==> config.mk <==
export PLATFORM = sky130hd
export DESIGN_NAME = audio_mixer_mac
export DESIGN_NICKNAME = d
export VERILOG_FILES = /design/src/rtl/mixer_pkg.sv /design/src/rtl/mixer_mac.sv /design/src/rtl/audio_mixer_mac.sv
export SDC_FILE = /design/constraint.sdc
export NUM_CORES = 1
export LEC_CHECK = 0
export BUFFER_PORTS_ARGS = -buffer_cell sky130_fd_sc_hd__buf_4
export CORE_UTILIZATION = 58
export CTS_CLUSTER_DIAMETER = 150
export DETAILED_ROUTE_END_ITERATION = 6
export MAX_ROUTING_LAYER = met4
export PLACE_DENSITY = 0.87
export SYNTH_ARGS = -nofsm -noshare
export SYNTH_HDL_FRONTEND = slang
export SYNTH_HIERARCHICAL = 1
export SYNTH_SLANG_ARGS = --single-unit
==> constraint.sdc <==
create_clock -name clk -period 5.6 [get_ports clk]
set_input_delay 1.4 -clock clk [delete_from_list [all_inputs] [get_ports clk]]
set_output_delay 1.4 -clock clk [all_outputs]
set_load 0.005 [all_outputs]
==> src/rtl/mixer_pkg.sv <==
// Shared FSM encodings and width helper for the audio mixer MAC.
package mixer_pkg;

   typedef enum logic [1:0] {
      ST_IDLE  = 2'd0,
      ST_ACCUM = 2'd1,
      ST_DONE  = 2'd2
   } state_t;

   function automatic int clog2(input int value);
      int res;
      int rem;
      res = 0;
      rem = value - 1;
      while (rem > 0) begin
         res = res + 1;
         rem = rem >> 1;
      end
      return res;
   endfunction

endpackage

==> src/rtl/mixer_mac.sv <==
// Registered unsigned multiply-accumulate: clear has priority over enable.
module mixer_mac #(
   parameter int A_W   = 8,
   parameter int B_W   = 4,
   parameter int ACC_W = 14
) (
   input  logic             clk,
   input  logic             resetn,
   input  logic             clr_i,
   input  logic             en_i,
   input  logic [A_W-1:0]   a_i,
   input  logic [B_W-1:0]   b_i,
   output logic [ACC_W-1:0] acc_o
);

   localparam int PROD_W = A_W + B_W;

   logic [PROD_W-1:0] prod;
   logic [ACC_W-1:0]  acc_q;

   assign prod  = {{B_W{1'b0}}, a_i} * {{A_W{1'b0}}, b_i};
   assign acc_o = acc_q;

   always_ff @(posedge clk or negedge resetn) begin
      if (!resetn) begin
         acc_q <= '0;
      end else if (clr_i) begin
         acc_q <= '0;
      end else if (en_i) begin
         acc_q <= acc_q + {{(ACC_W-PROD_W){1'b0}}, prod};
      end
   end

endmodule

==> src/rtl/audio_mixer_mac.sv <==
// Time-multiplexed N-channel mixer: one channel MAC per clock, saturated output.
//   state    | meaning
//   ST_IDLE  | in_ready high, waiting for a frame
//   ST_ACCUM | accumulating channel idx_q
//   ST_DONE  | register saturated mix, pulse mix_valid
module audio_mixer_mac
   import mixer_pkg::*;
#(
   parameter int N_CH      = 4,
   parameter int SAMPLE_W  = 8,
   parameter int GAIN_W    = 4,
   parameter int GAIN_FRAC = 3,
   parameter int OUT_W     = 10
) (
   input  logic                     clk,
   input  logic                     resetn,
   input  logic [N_CH*SAMPLE_W-1:0] samples_in,
   input  logic [N_CH*GAIN_W-1:0]   gains_in,
   input  logic [N_CH-1:0]          mute,
   input  logic                     in_valid,
   output logic                     in_ready,
   input  logic                     ovr_clr,
   output logic [OUT_W-1:0]         mix_out,
   output logic                     mix_valid,
   output logic                     clipped,
   output logic                     overrun
);

   localparam int IDX_W  = clog2(N_CH);
   localparam int PROD_W = SAMPLE_W + GAIN_W;
   localparam int ACC_W  = PROD_W + clog2(N_CH);
   localparam logic [OUT_W-1:0] OUT_MAX = '1;

   state_t                   state_q, state_d;
   logic [IDX_W-1:0]         idx_q, idx_d;
   logic [N_CH*SAMPLE_W-1:0] samples_q;
   logic [N_CH*GAIN_W-1:0]   gains_q;
   logic [N_CH-1:0]          mute_q;
   logic [OUT_W-1:0]         mix_out_q, mix_out_d;
   logic                     mix_valid_q, mix_valid_d;
   logic                     clipped_q, clipped_d;
   logic                     overrun_q, overrun_d;
   logic                     accept, last_ch, acc_clr, acc_en, over_lim;
   logic [SAMPLE_W-1:0]      mac_a;
   logic [GAIN_W-1:0]        mac_b;
   logic [ACC_W-1:0]         acc, acc_shr;

   assign in_ready  = (state_q == ST_IDLE);
   assign accept    = in_valid && in_ready;
   assign last_ch   = (idx_q == IDX_W'(N_CH - 1));
   assign acc_shr   = acc >> GAIN_FRAC;
   assign over_lim  = (acc_shr > ACC_W'(OUT_MAX));
   assign mix_out   = mix_out_q;
   assign mix_valid = mix_valid_q;
   assign clipped   = clipped_q;
   assign overrun   = overrun_q;

   // Muted channels feed zero operands so the accumulator still steps once per channel.
   always_comb begin
      mac_a = '0;
      mac_b = '0;
      for (int k = 0; k < N_CH; k++) begin
         if (idx_q == IDX_W'(k) && !mute_q[k]) begin
            mac_a = samples_q[k*SAMPLE_W +: SAMPLE_W];
            mac_b = gains_q[k*GAIN_W +: GAIN_W];
         end
      end
   end

   mixer_mac #(
      .A_W   (SAMPLE_W),
      .B_W   (GAIN_W),
      .ACC_W (ACC_W)
   ) u_mac (
      .clk    (clk),
      .resetn (resetn),
      .clr_i  (acc_clr),
      .en_i   (acc_en),
      .a_i    (mac_a),
      .b_i    (mac_b),
      .acc_o  (acc)
   );

   always_comb begin
      state_d     = state_q;
      idx_d       = idx_q;
      acc_clr     = 1'b0;
      acc_en      = 1'b0;
      mix_out_d   = mix_out_q;
      mix_valid_d = 1'b0;
      clipped_d   = clipped_q;
      case (state_q)
         ST_IDLE: begin
            if (accept) begin
               state_d = ST_ACCUM;
               idx_d   = '0;
               acc_clr = 1'b1;
            end
         end
         ST_ACCUM: begin
            acc_en = 1'b1;
            idx_d  = idx_q + IDX_W'(1);
            if (last_ch) begin
               state_d = ST_DONE;
               idx_d   = '0;
            end
         end
         ST_DONE: begin
            mix_out_d   = over_lim ? OUT_MAX : acc_shr[OUT_W-1:0];
            clipped_d   = over_lim;
            mix_valid_d = 1'b1;
            state_d     = ST_IDLE;
         end
         default: state_d = ST_IDLE;
      endcase
   end

   // A new overrun event outranks a simultaneous clear.
   assign overrun_d = (in_valid && !in_ready) ? 1'b1 : (ovr_clr ? 1'b0 : overrun_q);

   always_ff @(posedge clk or negedge resetn) begin
      if (!resetn) begin
         state_q     <= ST_IDLE;
         idx_q       <= '0;
         mix_out_q   <= '0;
         mix_valid_q <= 1'b0;
         clipped_q   <= 1'b0;
         overrun_q   <= 1'b0;
      end else begin
         state_q     <= state_d;
         idx_q       <= idx_d;
         mix_out_q   <= mix_out_d;
         mix_valid_q <= mix_valid_d;
         clipped_q   <= clipped_d;
         overrun_q   <= overrun_d;
      end
   end

   always_ff @(posedge clk or negedge resetn) begin
      if (!resetn) begin
         samples_q <= '0;
         gains_q   <= '0;
         mute_q    <= '0;
      end else if (accept) begin
         samples_q <= samples_in;
         gains_q   <= gains_in;
         mute_q    <= mute;
      end
   end

endmodule

; After elaboration in Yosys (flattened, before gate mapping)
; Cells that the tools add are included.
[op_classes]
mux = 23
reduce_logical = 18
order_cmp = 1
n_eq_ne = 7
add_sub_neg = 2
n_mul = 1
[ops]
columns = cell, n
row1 = 8-bit two-way mux, 4
row2 = 14-bit two-way mux, 2
row3 = 4-bit two-way mux, 4
row4 = 14-bit by 12-bit adder with 14-bit output, 1
row5 = 8-bit by 4-bit multiplier with 12-bit output, 1
row6 = "11-bit by 10-bit > comparator with 1-bit output, second input constant", 1
row7 = 10-bit two-way mux, 1
row8 = 2-bit two-way mux, 4
row9 = 2-bit one-hot mux with 2 select lines, 2
row10 = "2-bit equality test, second input constant", 3
row11 = 1-bit logical AND, 6
row12 = 1-bit two-way mux, 6
row13 = 2-bit nonzero test, 3
row14 = 1-bit logical NOT, 5
row15 = "2-bit by 1-bit equality test with 1-bit output, second input constant", 2
row16 = 2-bit logical NOT, 2
row17 = 2-bit AND reduction, 2
row18 = "2-bit by 1-bit adder with 2-bit output, second input constant", 1
row19 = "2-bit by 1-bit != test with 1-bit output, second input constant", 1
row20 = "2-bit != test, second input constant", 1
[totals]
output_inout_bits = 14
wordCells = 62
in_bits = 56
ff_bits = 83

; Depth between registers and ports, before layout
; Gate-level depths: netlist of run 1.
[logic_depth]
ltp_word = 10
mapped_depth = 19
ltp_nobuf = 18

; Cells and area by module
; The synthesis of run 1 kept the hierarchy.
[by_module_without_submodules]
columns = mod, cells_per_inst, n_inst, area_each_um2, seq_area_each_um2
row1 = audio_mixer_mac, 256, 1, 3098.0, 1726.7
row2 = mixer_mac, 224, 1, 1970.6, 350.3

; Least setup slack after synthesis of run 1
; No wires, ideal clock.
[synth_path]
kind = reg-to-reg
startpoint = register idx_q[0]
endpoint = register u_mac.acc_q[9], in the netlist u_mac/acc_o[9]
path_stages_with_launch = 19
arrival_time_ns = 4.622
slack_ns = 0.874
n_path_buf = 1
t_required_ns = 5.496
path_cell_list = dfrtp_1 inv_1 ha_1 nor2b_1 and2_1 buf_2 a221oi_1 and2_1 fa_1 fa_1 inv_1 fa_1 inv_1 ha_1 nor2_1 a211oi_2 o21ai_2 or4b_1 o311ai_1
[synth_via]
elab_chain_len = 10
elab_cells_between_ends = 20
[synth_lines]
columns = element, line_no
row1 = "start, declared", audio_mixer_mac.sv:35  ; logic [IDX_W-1:0] idx_q, idx_d;
row2 = "start signal, assigned", audio_mixer_mac.sv:131  ; idx_q <= idx_d;
row3 = 2-bit logical NOT, audio_mixer_mac.sv:63  ; if (idx_q == IDX_W'(k) && !mute_q[k]) begin
row4 = 1-bit logical AND, audio_mixer_mac.sv:63
row5 = 4-bit two-way mux (3 in series), audio_mixer_mac.sv:63
row6 = 4-bit two-way mux *, audio_mixer_mac.sv:63
row7 = via mac_b[2], audio_mixer_mac.sv:45  ; logic [GAIN_W-1:0] mac_b;
row8 = 8-bit by 4-bit multiplier with 12-bit output *, mixer_mac.sv:21  ; assign prod = {{B_W{1'b0}}, a_i} * {{A_W{1'b0}}, b_i};
row9 = 14-bit by 12-bit adder with 14-bit output *, mixer_mac.sv:30  ; acc_q <= acc_q + {{(ACC_W-PROD_W){1'b0}}, prod};
row10 = 14-bit two-way mux *, mixer_mac.sv:29  ; end else if (en_i) begin
row11 = 14-bit two-way mux *, mixer_mac.sv:27  ; end else if (clr_i) begin
row12 = "end signal, assigned", mixer_mac.sv:30
row13 = "end, declared", mixer_mac.sv:19  ; logic [ACC_W-1:0] acc_q;
; Mark *: on every way through the listed nets, which the timed path passes. The rest lies on a longest branch. The select of a mux whose other input is x is not followed.
; A chain may end at the register's enable or synchronous reset.

; Worst setup path in the final report of run 1
[layout_path]
startpoint = register idx_q[0]
endpoint = register u_mac.acc_q[13], in the netlist u_mac/acc_o[13]
; Same word-level chain as after synthesis.

==> flow_metrics.tcl, run 1 <==
set metrics [dict create \
    grt_max_degree 84 \
    io_buffer_count 69 \
    fmax_mhz 189.3 \
    pin_count 70 \
    tightest_slew_ns 1.037 \
    core-area_sq_mm 0.008341 \
    cts_buffer_depth 2 \
    track_usage_pct 26.40 \
    synth_area_sq_mm 0.005069 \
    reg2reg_depth 16 \
    cp-start-kind "register" \
    initial_core_util_pct 60.77 \
    synth_edf_count 0 \
    crit_path_max_incr_delay_ns 0.73 \
    syn_inst 480 \
    hold_path_startpoint "mix_out[9]" \
    nets 651 \
    crit_required_ns 5.88 \
    status "finished, final reports clean" \
    crit_family "adder cells" \
    rsz0062_at_grt "false" \
    grt_pass1_vias 3795 \
    min_period_over_period_pct 94.32 \
    setup_viol 0 \
    fill_cells 601 \
    async_flop_share_pct 100.0 \
    critical_path_class "register to register" \
    wire_per_inst_microns 16.08 \
    numCtsBuffers 9 \
    vias_per_cell 5.722 \
    antenna_left 0 \
    crit_arrival_ns 5.56 \
    powerDensity_mw_per_mm2 685.6 \
    cts-root-buf "clkbuf_8" \
    hold_viol_final 0 \
    synth_fp_nets 583 \
    max_slew_margin_pct 30.90 \
    ys_seq_area_share_pct 40.98 \
    dieArea_sq_mm 0.009116 \
    cts_tree "built" \
    crit_chain "inv_1 > ha_1 > nor2b_1 > and2_1 > a221oi_1 > nand2_1 > fa_1 > fa_1 > fa_1 > inv_1 > ha_1 > nand2b_1 > a211oi_2 > o21ai_2 > or4_1 > o211ai_1" \
    timing.rr.start "idx_q[0]" \
    worstPathMaxFanout 12 \
    power_uw 4010 \
    cp-end-kind "register" \
    path_clk_slew_ns 0.09 \
    fin_worst_skew_ns 0.009928 \
    rows 33 \
    gr-total-overflow 0 \
    drive_above_1_share_pct 27.31 \
    p_leak_uw 0.002862 \
    dr.first_iter.drc_count 164 \
    grt_first_pass_wirelength_mm 17.65 \
    post_cts_buffers 0 \
    hold_depth 2 \
    antenna_found_initial 0 \
    vdd_drop_max_v 0.0003132 \
    synth_cell_type_count 48 \
    vias 3765 \
    cap_violations 0 \
    drc 0 \
    die_x_microns 95.48 \
    slowest_stage "a221oi_1" \
    die_y_microns 95.48 \
    yosys_warnings 6 \
    hp-class "register to register" \
    yosys_most_used_dff "dfrtp_1" \
    num_antenna_cells 0 \
    area_growth_pct 15.40 \
    htree_levels 3 \
    r2r_setup_slack_ns 0.32 \
    crit_top_cell "fa_1" \
    finalMaxSlewViolations 0 \
    dp_hpwl_mm 7.719 \
    clkSinkCount 83 \
    path_buf_inv 2 \
    synth_seq_cells 83 \
    crit_start "idx_q[0]" \
    insertion_delay_ns 0.37 \
    crit_cells 16 \
    place_congestion 0.9250 \
    period_needed_ns 5.282 \
    dr.pass1.iters 4 \
    syn_avg_cell_area_sq_um 10.56 \
    drt_wl_total_mm 10.58 \
    final.setup.tns_ns 0 \
]
[final cells by class]
| class | instances | area (sq um) | area share (%) |
|---|---|---|---|
| inverter | 67 | 251.5 | 4.299 |
| multi-input combinational | 312 | 2633 | 45.01 |
| sequential | 83 | 2077 | 35.51 |
| timing repair buffer | 75 | 563.0 | 9.626 |
| clock inverter | 6 | 66.31 | 1.134 |
| tap | 105 | 131.4 | 2.246 |
| clock buffer | 10 | 127.6 | 2.182 |
[cell families after synthesis]
kind of cell / Yosys count / share of synthesized area (%)
compound gates: 75 / 10.57
xor+xnor: 6 / 1.037
fa+ha+maj: 47 / 14.71
buf+inv: 85 / 7.208
flops: 83 / 40.98
mux: 58 / 13.01
simple gates: 126 / 12.49
[registers in the layout, indices dropped and copies added (netlist names)]
name         count
idx_q            2
mix_out         10
state_q          2
mute_q           4
gains_q         16
clipped          1
samples_q       32
mix_valid        1
overrun          1
u_mac/acc_o     14
[cells in the final DEF, fill, tap and decap left out, types with 2 or more instances in the layout]
cell,Yosys,routed
nand3_1,15,15
fa_1,21,21
nor2b_1,5,5
ha_1,26,26
nand2_1,27,27
a21oi_1,8,8
nor2_1,33,33
mux2i_1,4,4
clkbuf_8,0,9
dfrtp_1,83,83
buf_4,0,75
o21ai_0,15,15
and2_1,31,31
xnor2_1,2,2
xor2_1,4,4
clkinv_2,0,2
a221oi_1,12,11
o31ai_1,6,6
inv_1,67,67
o211ai_1,3,3
nand2b_1,6,6
a211oi_1,14,14
a21o_1,4,4
mux2_4,3,3
mux2_2,51,51
clkinv_4,0,3
[what timing repair did]
| item | 4_1_cts | 5_1_grt |
|---|---|---|
| endpoints found under the setup margin | 0 | 5 |
| resized for setup | 0 | 1 |
| hold buffers | 0 | 0 |
[final timing paths]
kind                              endpoint
min in group asynchronous          clipped
setup / recovery           u_mac/acc_o[13]
max in group asynchronous    samples_q[17]
hold / removal                  mix_out[9]
setup reg to reg           u_mac/acc_o[13]
hold reg to reg                 mix_out[9]
[worst reg2reg max path: stages, from the launching register on]
cell	delay, ns
dfrtp_1	0.41
inv_1	0.10
ha_1	0.20
nor2b_1	0.14
and2_1	0.29
a221oi_1	0.73
nand2_1	0.21
fa_1	0.54
fa_1	0.51
fa_1	0.53
inv_1	0.05
ha_1	0.35
nand2b_1	0.11
a211oi_2	0.30
o21ai_2	0.13
or4_1	0.49
o211ai_1	0.11
[metrics by stage]
stage | hold WS (ns) | setup WS (ns) | area [sq um] | instances | util, %
after floorplan | 0.4716 | 0.8744 | 5069 | 480 | -
after global placement | 0.4625 | 0.6041 | 5649 | 642 | 67.73
after detailed placement | 0.4712 | 0.4115 | 5649 | 642 | 67.73
after CTS | 0.4887 | 0.3857 | 5843 | 658 | 70.06
after global routing | 0.5192 | 0.04704 | 5849 | 658 | 70.13
final | 0.4819 | 0.3179 | 5849 | 658 | 70.13
[per-layer routing]
layer / wire length (microns) / vias up / global-route usage (%)
li1: - / 1752 / -
met1: 4458 / 1830 / 32.38
met2: 5329 / 153 / 42.68
met3: 591 / 30 / 5.901
met4: 198 / 0 / 10.07
met5: 0 / - / -
[synthesized netlist by cell type (all sizes together) (2+ instances only)]
master	instances	area, sq um
a21o	4	30.03
a21oi	8	40.04
mux2	54	619.3
nand2	27	101.4
a221oi	12	105.1
o31ai	6	45.04
buf	13	95.08
fa	21	420.4
a211oi	15	117.6
nand2b	6	37.54
nor2	33	123.9
xnor2	2	17.52
o211ai	3	22.52
nor2b	5	31.28
mux2i	4	40.04
o21ai	16	83.83
clkbuf	5	18.77
inv	67	251.5
xor2	4	35.03
and2	32	202.7
dfrtp	83	2077
ha	26	325.3
nand3	15	75.07
[power by group]
group | switching (uW) | total, uW | leakage (uW) | internal (uW)
sequential | 176 | 1070 | 0.00101 | 892
combinational | 1400 | 2500 | 0.00175 | 1100
clock | 234 | 441 | 0.000100 | 207
total | 1810 | 4010 | 0.00286 | 2200
Power figures use the tool's default switching activity.
==> run 2: changes to the inputs <==
--- a/config.mk
+++ b/config.mk
@@ -6,11 +6,11 @@
 export NUM_CORES = 1
 export LEC_CHECK = 0
 export BUFFER_PORTS_ARGS = -buffer_cell sky130_fd_sc_hd__buf_4
-export CORE_UTILIZATION = 58
+export CORE_UTILIZATION = 63
 export CTS_CLUSTER_DIAMETER = 150
 export DETAILED_ROUTE_END_ITERATION = 6
 export MAX_ROUTING_LAYER = met4
-export PLACE_DENSITY = 0.87
+export PLACE_DENSITY = 0.93
 export SYNTH_ARGS = -nofsm -noshare
 export SYNTH_HDL_FRONTEND = slang
 export SYNTH_HIERARCHICAL = 1
==> constraint.sdc (replaced) <==
create_clock -name clk -period 6.3 [get_ports clk]
set_input_delay 1.575 -clock clk [delete_from_list [all_inputs] [get_ports clk]]
set_output_delay 1.575 -clock clk [all_outputs]
set_load 0.005 [all_outputs]
==> run 2 against run 1 <==
Compared with the run above: via count decreased by 2.4%; register-to-register slack improved by 0.39 ns; cell area decreased by 0.98%; hold slack improved by 0.0090 ns; largest power group unchanged.
==> flow_metrics.tcl, run 2 (synthesis results as in run 1) <==
set metrics [dict create \
    cts_tree "built" \
    place_inst 634 \
    drive_above_1_share_pct 26.64 \
    insertion_delay_ns 0.37 \
    core-area_sq_mm 0.007767 \
    setup_viol 0 \
    layout_common_cells "dfrtp_1 (83), buf_4 (70), inv_1 (67)" \
    final-instance-count-excl-fill 650 \
    antenna_found_initial 0 \
    final.setup.tns_ns 0 \
    cp-end-kind "register" \
    wire_per_inst_microns 15.67 \
    top_register "samples_q" \
    area_growth_pct 14.27 \
    grt_max_degree 84 \
    largest_reg_flops 32 \
    reg2reg_depth 17 \
    io_buffer_count 69 \
    initial_core_util_pct 65.25 \
    numCtsBuffers 9 \
    fmax_mhz 178.7 \
    vias 3676 \
    die_x_microns 91.70 \
    clkSinkCount 83 \
    status "finished, final reports clean" \
    crit_end "u_mac/acc_o[9]" \
    tightest_slew_ns 0.9978 \
    rsz0062_at_grt "false" \
    nets 646 \
    critical_path_class "register to register" \
    hold_viol_final 0 \
    final_common_cell "dfrtp_1" \
    cp-start-kind "register" \
    max_slew_margin_pct 33.48 \
    period_needed_ns 5.596 \
    cts_resized 0 \
    cap_violations 0 \
    finalMaxSlewViolations 0 \
    use_met1_pct 34.36 \
    rows 32 \
    fin_worst_skew_ns 0.01581 \
    drc 0 \
    grt_first_pass_wirelength_mm 17.69 \
    dr.pass1.iters 4 \
    crit_required_ns 6.56 \
    met3_usage_pct 5.307 \
    cts_buffer_depth 2 \
    hold_buffers 0 \
    dr.first_iter.drc_count 155 \
    vias_per_cell 5.655 \
    num_antenna_cells 0 \
    dieArea_sq_mm 0.008408 \
    dpl-instance-area_sq_mm 0.005608 \
    htree_levels 3 \
    powerDensity_mw_per_mm2 601.6 \
    crit_arrival_ns 5.85 \
    gr-total-overflow 0 \
    post_cts_buffers 0 \
    fin_area_sq_mm 0.005792 \
    crit_start "idx_q[0]" \
    r2r_setup_slack_ns 0.70 \
    p_leak_uw 0.002825 \
    top_usage_layer "met2" \
    track_usage_pct 27.67 \
    place_congestion 0.8768 \
    path_clk_slew_ns 0.09 \
    die_y_microns 91.70 \
    antenna_left 0 \
    dp_hpwl_mm 7.687 \
    worstPathMaxFanout 13 \
    min_period_over_period_pct 88.82 \
    pin_count 70 \
    vdd_drop_max_v 0.0002457 \
    grt_pass1_vias 3860 \
    drt_wl_total_mm 10.19 \
    grt_use_met2_pct 45.93 \
    hp-class "register to register" \
    fill_cells 523 \
    cts-root-buf "clkbuf_8" \
    rr_endpoint "u_mac/acc_o[9]" \
    timing.rr.start "idx_q[0]" \
]
run 2: worst max-delay path, stage by stage (launching register included):
cell and delay, ns:
dfrtp_1 0.43, inv_1 0.12, ha_1 0.15, nor2b_1 0.66
and2_1 0.52, a221oi_1 0.31, and2_1 0.23, fa_1 0.50
fa_1 0.54, inv_1 0.05, fa_1 0.50, inv_1 0.04
ha_1 0.32, nor2_1 0.09, a211oi_2 0.30, o21ai_2 0.13
or4b_1 0.48, o311ai_1 0.10
run 2: how the worst min path moves through the flow:
stage,start,end,slack (ns),depth (start not counted)
2_1_floorplan,u_mac/acc_o[8],u_mac/acc_o[8],0.47,2
3_3_place_gp,mix_out[2],mix_out[2],0.46,2
3_5_place_dp,mix_out[2],mix_out[2],0.48,2
4_1_cts,mix_out[2],mix_out[2],0.50,2
5_1_grt,mix_out[0],mix_out[0],0.53,2
6_report,mix_out[5],mix_out[5],0.49,2
run 2: final cells by class:
type                    instances  area, sq um  area share (%)
flip-flops and latches         83         2077           35.86
well taps                     102        127.6           2.203
multi-input cells             312         2626           45.34
repair buffers                 70        525.5           9.073
inverters                      67        251.5           4.342
clock buffers                  10        137.6           2.376
clock inverters                 6        46.29          0.7993
run 2: stage by stage:
| step | total power [uW] | setup WS, ns | util (%) | hold slack, ns |
|---|---|---|---|---|
| 2_1_floorplan | 2624 | 1.574 | - | 0.4716 |
| 3_3_place_gp | 2965 | 0.8611 | 72.20 | 0.4628 |
| 3_5_place_dp | 3105 | 0.7576 | 72.20 | 0.4795 |
| 4_1_cts | 3482 | 0.7195 | 74.57 | 0.4966 |
| 5_1_grt | 3844 | 0.3006 | 74.57 | 0.5259 |
| 6_report | 3485 | 0.7042 | 74.57 | 0.4909 |
run 2: report_power, final:
part	internal [uW]	switching [uW]	leakage, uW
Sequential	793	165	0.00101
Combinational	957	1210	0.00172
Clock	157	204	0.0000893
Total	1910	1580	0.00282
run 2: metal layers:
| layer | wire length [microns] | part of all wire, % |
|---|---|---|
| met4 | 150 | 1.5 |
| met1 | 4421 | 43 |
| met3 | 467 | 4.6 |
| met5 | 0 | 0 |
| met2 | 5146 | 51 |
